[src/rtl/uart_tx_ctrl.sv]
// UART transmitter control: latches a byte and parity config, then sequences the
// 4:1 line mux through start, data (LSB first), optional parity and stop bits.
module uart_tx_ctrl #(
  parameter int unsigned DATA_WIDTH   = 8,
  parameter int unsigned CLKS_PER_BIT = 1
) (
  input  logic                  i_clk,
  input  logic                  i_rst_n,
  input  logic [DATA_WIDTH-1:0] i_P_DATA,
  input  logic                  i_data_valid,
  input  logic                  i_PAR_EN,
  input  logic                  i_PAR_TYP,
  output logic [1:0]            o_mux_sel,
  output logic                  o_ser_data,
  output logic                  o_par_bit,
  output logic                  o_busy
);

  localparam int unsigned TW = (CLKS_PER_BIT > 1) ? $clog2(CLKS_PER_BIT) : 1;
  localparam int unsigned BW = (DATA_WIDTH > 1) ? $clog2(DATA_WIDTH) : 1;
  localparam logic [TW-1:0] TickLast = TW'(CLKS_PER_BIT - 1);
  localparam logic [BW-1:0] BitLast  = BW'(DATA_WIDTH - 1);

  typedef enum logic [2:0] {StIdle, StStart, StData, StParity, StStop} state_e;

  state_e                state_q, state_d;
  logic [TW-1:0]         tick_q, tick_d;
  logic [BW-1:0]         bit_q, bit_d;
  logic [DATA_WIDTH-1:0] shift_q, shift_d;
  logic                  par_en_q, par_en_d;
  logic                  par_q, par_d;
  logic                  bit_end;

  assign bit_end = (tick_q == TickLast);

  always_ff @(posedge i_clk or negedge i_rst_n) begin
    if (!i_rst_n) begin
      state_q  <= StIdle;
      tick_q   <= '0;
      bit_q    <= '0;
      shift_q  <= '0;
      par_en_q <= 1'b0;
      par_q    <= 1'b0;
    end else begin
      state_q  <= state_d;
      tick_q   <= tick_d;
      bit_q    <= bit_d;
      shift_q  <= shift_d;
      par_en_q <= par_en_d;
      par_q    <= par_d;
    end
  end

  always_comb begin
    state_d  = state_q;
    bit_d    = bit_q;
    shift_d  = shift_q;
    par_en_d = par_en_q;
    par_d    = par_q;
    // Timer idles at 0 so a new frame always starts on a fresh bit period.
    if (state_q == StIdle) begin
      tick_d = '0;
    end else begin
      tick_d = bit_end ? '0 : tick_q + TW'(1);
    end

    unique case (state_q)
      StIdle: begin
        if (i_data_valid) begin
          shift_d  = i_P_DATA;
          par_en_d = i_PAR_EN;
          par_d    = (^i_P_DATA) ^ i_PAR_TYP;
          bit_d    = '0;
          state_d  = StStart;
        end
      end
      StStart: begin
        if (bit_end) state_d = StData;
      end
      StData: begin
        if (bit_end) begin
          shift_d = shift_q >> 1;
          if (bit_q == BitLast) begin
            bit_d   = '0;
            state_d = par_en_q ? StParity : StStop;
          end else begin
            bit_d = bit_q + BW'(1);
          end
        end
      end
      StParity: begin
        if (bit_end) state_d = StStop;
      end
      StStop: begin
        if (bit_end) state_d = StIdle;
      end
      default: state_d = StIdle;
    endcase
  end

  always_comb begin
    o_mux_sel = 2'b01;
    o_busy    = 1'b1;
    unique case (state_q)
      StIdle:   o_busy    = 1'b0;
      StStart:  o_mux_sel = 2'b00;
      StData:   o_mux_sel = 2'b10;
      StParity: o_mux_sel = 2'b11;
      StStop:   o_mux_sel = 2'b01;
      default:  o_busy    = 1'b0;
    endcase
  end

  assign o_ser_data = shift_q[0];
  assign o_par_bit  = par_q;

endmodule

[config.mk]
export PLATFORM = sky130hd
export DESIGN_NAME = uart_tx_ctrl
export DESIGN_NICKNAME = d
export VERILOG_FILES = /design/src/rtl/uart_tx_ctrl.sv
export SDC_FILE = /design/constraint.sdc
export NUM_CORES = 1
export LEC_CHECK = 0
export CORE_MARGIN = 2
export CORE_UTILIZATION = 30
export CTS_CLUSTER_SIZE = 30
export DETAILED_ROUTE_END_ITERATION = 7
export GPL_ROUTABILITY_DRIVEN = 1
export MAX_ROUTING_LAYER = met4
export PLACE_DENSITY = 0.51
export SLEW_MARGIN = 10
export SYNTH_ARGS = -nofsm -noshare
export SYNTH_HDL_FRONTEND = slang
export SYNTH_SLANG_ARGS = --single-unit
export TNS_END_PERCENT = 100
[constraint.sdc]
create_clock -name i_clk -period 4.5 [get_ports i_clk]
set_clock_uncertainty 0.2 [all_clocks]
set_input_delay 0.9 -clock i_clk [delete_from_list [all_inputs] [get_ports i_clk]]
set_output_delay 0.9 -clock i_clk [all_outputs]
set_load 0.02 [all_outputs]
---- Word level (Yosys, flattened, before mapping) ----
Cells that the tools add are included.
storage, ports and cells
  output and inout port bits .............. 5
  flip-flop bits (word level) ............. 17
operators by class
  bitwise gates (word level) .............. 1
  add/sub/neg operators ................... 2
  reduce and logical (&&, ||, !) cells .... 7
  equal/unequal tests ..................... 11
  muxes and demuxes ....................... 19
operators by type and width
  kind                                                 count
  2-to-1 mux 3 bit                                     10
  2-to-1 mux 8 bit                                     2
  one-hot mux 8 bit (2 select lines)                   1
  one-hot mux 3 bit (5 select lines)                   1
  != test 2 bit, second input constant                 6
  XOR reduction 8 bit                                  1
  equality test 3 x 2 -> 1 bit, second input constant  2
  equality test 3 bit, second input constant           2
  one-hot mux 2 bit (3 select lines)                   1
  one-hot mux 3 bit (2 select lines)                   1
  AND reduction 6 bit                                  1
  OR reduction 4 bit                                   1
  adder 3 x 1 -> 3 bit, second input constant          1
  equality test 3 x 1 -> 1 bit, second input constant  1
  zero test 3 bit                                      1
  2-to-1 mux 1 bit                                     3
  AND reduction 3 bit                                  1
  AND reduction 2 bit                                  1
  nonzero test 2 bit                                   1
  adder 1 bit, second input constant                   1
  bitwise XOR 1 bit                                    1

---- Depth between registers and ports, before layout ----
  word-level depth ........................ 4
  mapped depth ............................ 6
  mapped depth without buffers ............ 5

---- Worst setup path before layout ----
No wires, ideal clock.
  path kind ............................... in2reg
  start ................................... input port i_P_DATA[3]
  end ..................................... register par_q (netlist: o_par_bit)
  arrival time ............................ 1.805 ns
  data required time ...................... 4.175 ns
  cell stages on the path ................. 4
  setup slack ............................. 2.370 ns
  buffers on the path ..................... 0
  cell sequence ........................... xnor2_1 -> xnor3_1 -> xnor2_1 -> mux2_2
between the ends
  word-level cells in the longest chain between the ends .. 2
RTL lines
  element                 RTL line  source
  start: declaration      9         input logic [DATA_WIDTH-1:0] i_P_DATA,
  XOR reduction 8 bit     72        par_d = (^i_P_DATA) ^ i_PAR_TYP;
  bitwise XOR 1 bit       72
  end signal: assignment  50        par_q <= par_d;
  end: declaration        31        logic par_q, par_d;
Every way passes these cells.
A chain may end at the register's enable or synchronous reset.

---- Worst setup path after layout ----
  start ................................... register state_q[0]
  end ..................................... output port o_busy
between the ends
  word-level cells in the longest chain between the ends .. 3
  elaborated cells on any way between the ends .. 6
  those cells by class .................... eq/ne: 4; mux: 1; reduce/logical: 1
RTL lines
  element                                            RTL line  source
  start: declaration                                 26        state_e state_q, state_d;
  start signal: assignment                           38        state_q <= StIdle;
  start signal: assignment                           45        state_q <= state_d;
  equality test 3 bit, or another cell as far along  104       unique case (state_q)
  OR reduction 4 bit (no line) (*)                   -
  2-to-1 mux 1 bit (*)                               104
  end: declaration                                   16        output logic o_busy
Every way passes the cells marked *; elsewhere a longest branch is shown, timed or not.

==> run metrics <==
Clock transition at path regs=0.10 ns; Inserted Clock Buffers=3; leakage power total=0.000472 uW; sequential-to-total area share from yosys stat=45.6%; post-synthesis instance area=877 um2; All-Layer GR Usage=11.3%; TritonCTS clock tree=yes; row count=19; Horiz. Die Dim=58.1 um; maximum number of pins on one net before global-route repair=18; hold path endpoint=shift_q[6]$_DFFE_PN0P_; max-slew violation count=0; largest fanout on the critical path=7; Cells after Synth=78; synth unique cells=24; share of the clock period used by the worst path=62.3%; number of diodes added for antenna fixing=0; final number of hold-violating endpoints=0; top-level I/O count=18; placeable core region=0.00276 mm2; Post-Synth Adder-Cell Area=2.85%; CTS Hold Buffers Added=0; total wirelength of the detailed-routed design=1480 um; unrepaired setup endpoints after global routing=no; number of input and output port buffers inserted=17; die area=0.00337 mm2; DRC violations left=0; final setup violating endpoints=0; initial antenna violation count=0; most common flop cell mapped by yosys=sky130_fd_sc_hd__dfrtp_1; peak supply drop=0.466 mV; detail-routed via count per cell=4.63; fmax=357 MHz; startpoint kind of the worst setup timing path=flop; placer's final routability congestion estimate=0.703; Yosys reg bits=16; Post-Synthesis Mean Instance Area=11.2 um2; height of the chip=58.1 um; fraction of the mapped netlist area in compound gates=8.42%; footprint of the flip-flops and latches=400 um2; final global-route overflow total=0; count of flip-flops with a built-in enable after synthesis=0; nets@finish=111; buffer count from post-CTS setup fixing=0; total area of multi-input combinational cells=432 um2; number of sinks on the clock net=16; Post-Synth Simple-Gate Area=15.8%; worst slew slack as a fraction of its limit=49.8%; source of the worst register-to-register timing path=state_q[1]$_DFFE_PN0P_; status=finished clean; CTS root buf=sky130_fd_sc_hd__clkbuf_4; via count=583; wire length per cell=11.7 um; critical hold path startpoint=shift_q[6]$_DFFE_PN0P_; CTS Buffer Depth=2; DRT antenna net count=0; starting utilization of the core area=31.8%; Area Overhead vs Synth=23.7%; Syn Nets=93; YS warnings=0; largest family of logic cells by synthesized area=simple AND/OR/NAND/NOR gates; worst hold path class=reg -> reg; Worst R2R End=bit_q[2]$_DFFE_PN0P_; number of global-route vias before repair=647; endpoint class of the critical path=output port; latest clock arrival within the worst-skew pair=0.28 ns; global-route wire length before repair=2800 um; final setup TNS=0 ns; CP required=3.40 ns; worst-margin pin slew=0.750 ns; cell types occupying the most area after synthesis=sky130_fd_sc_hd__dfrtp_1 (46%), sky130_fd_sc_hd__mux2i_1 (10%), sky130_fd_sc_hd__xnor2_1 (6.0%); worst endpoint data arrival time=1.70 ns; count of cells along the worst register-to-register path=3; final instance area=0.00108 mm2; Min Clock Period, post-route=2.80 ns; proportion of synthesized area in mux cells=11.6%; 1st-pass router iterations=2; hold path depth=2; category of the critical setup timing path=reg -> out; number of design-rule violations left by the first detailed-router iteration=8; top-area cell type share of the netlist area=45.6%; Resize count post-CTS=0; utilization of the core after routing=39.3%; DP HPWL=1110 um; cell area after placement=0.00105 mm2; proportion of layout cells with a drive suffix above 1=9.47%; pwr dens=672 mW/mm2; biggest area consumer among synthesized cells=sky130_fd_sc_hd__dfrtp_1; xor-xnor portion of the synthesized cell area=10.6%; slack of the worst reg-to-reg path=2.54 ns; share of flip-flops with an asynchronous set or reset=100%; H-Tree Level Count=1; number of max-cap violations=0; filler cell count=291
[cell usage after synthesis, drive strengths merged, types with 2 or more instances]
library cell and count:
buf 4, dfrtp 16, ha 2, inv 2, mux2i 9, nand2 10, nand2b 2, nor2 4
nor2b 3, o21ai 10, xnor2 6, xor2 2
[metal layers]
metal | routed length [um] | track usage (%) | vias up
li1 | - | - | 298
met1 | 732 | 14.6 | 271
met2 | 671 | 17.2 | 12
met3 | 60 | 2.01 | 2
met4 | 12 | 4.98 | 0
met5 | 0 | - | -
[flip-flops by register name (all words and copies together), names as in the netlist]
signal / cells
shift_q: 8
bit_q: 3
state_q: 3
o_par_bit: 1
par_en_q: 1
[area by class of cell]
cell class | count | area share, %
Timing Repair Buffer | 17 | 15.7
Inverter | 2 | 0.692
Clock buffer | 4 | 3.34
Multi-Input combinational cell | 56 | 39.8
Sequential cell | 16 | 36.9
Tap cell | 31 | 3.58
[critical path, stage by stage, from the launching register on]
cell and delay, ns:
sky130_fd_sc_hd__dfrtp_1 0.51, sky130_fd_sc_hd__nor2_1 0.17, sky130_fd_sc_hd__xnor2_1 0.13, sky130_fd_sc_hd__clkdlybuf4s50_1 0.61
[cells in the final DEF (no fill, tap or decap), types with 2 or more instances in the layout]
master,n
sky130_fd_sc_hd__clkbuf_4,3
sky130_fd_sc_hd__clkdlybuf4s50_1,17
sky130_fd_sc_hd__dfrtp_1,16
sky130_fd_sc_hd__ha_1,2
sky130_fd_sc_hd__inv_1,2
sky130_fd_sc_hd__mux2i_1,9
sky130_fd_sc_hd__nand2_1,10
sky130_fd_sc_hd__nand2b_1,2
sky130_fd_sc_hd__nor2_1,3
sky130_fd_sc_hd__nor2b_1,3
sky130_fd_sc_hd__o21ai_1,8
sky130_fd_sc_hd__xnor2_1,6
sky130_fd_sc_hd__xor2_1,2
[through the flow]
step           hold slack, ns  setup slack (ns)  std cells  power, uW
6_report                0.283              1.70        126        729
5_1_grt                 0.327              1.56        126        799
4_1_cts                 0.290              1.67        126        743
3_5_place_dp            0.266              1.80        122        643
3_3_place_gp            0.264              1.79        122        637
2_1_floorplan           0.251              2.37         78        558
[report_power, final]
group	internal (uW)	leakage [uW]	total, uW	switching (uW)
logic	183	0.000250	368	185
registers	208	0.000202	266	58.4
clock network	49.2	0.0000210	95.1	46.0
[cells by family (layout without fill, tap and decap cells)]
kind of cell,Yosys count,in the layout
adders and majority gates,2,2
and+or+nand+nor,22,22
muxes,10,10
buffers and inverters,6,23
xor gates and xnor gates,9,9
DFF,16,16
AOI/OAI and AO/OA,13,13
[worst max-delay path by stage]
stage	startpoint	slack, ns	to
3_3_place_gp	i_P_DATA[3]	1.79	o_par_bit$_DFFE_PN0P_
2_1_floorplan	i_P_DATA[3]	2.37	o_par_bit$_DFFE_PN0P_
6_report	state_q[0]$_DFFE_PN0P_	1.70	o_busy
3_5_place_dp	i_P_DATA[2]	1.80	o_par_bit$_DFFE_PN0P_
4_1_cts	state_q[0]$_DFFE_PN0P_	1.67	o_busy
5_1_grt	state_q[0]$_DFFE_PN0P_	1.56	o_busy
(Power assumes the default switching activity.)
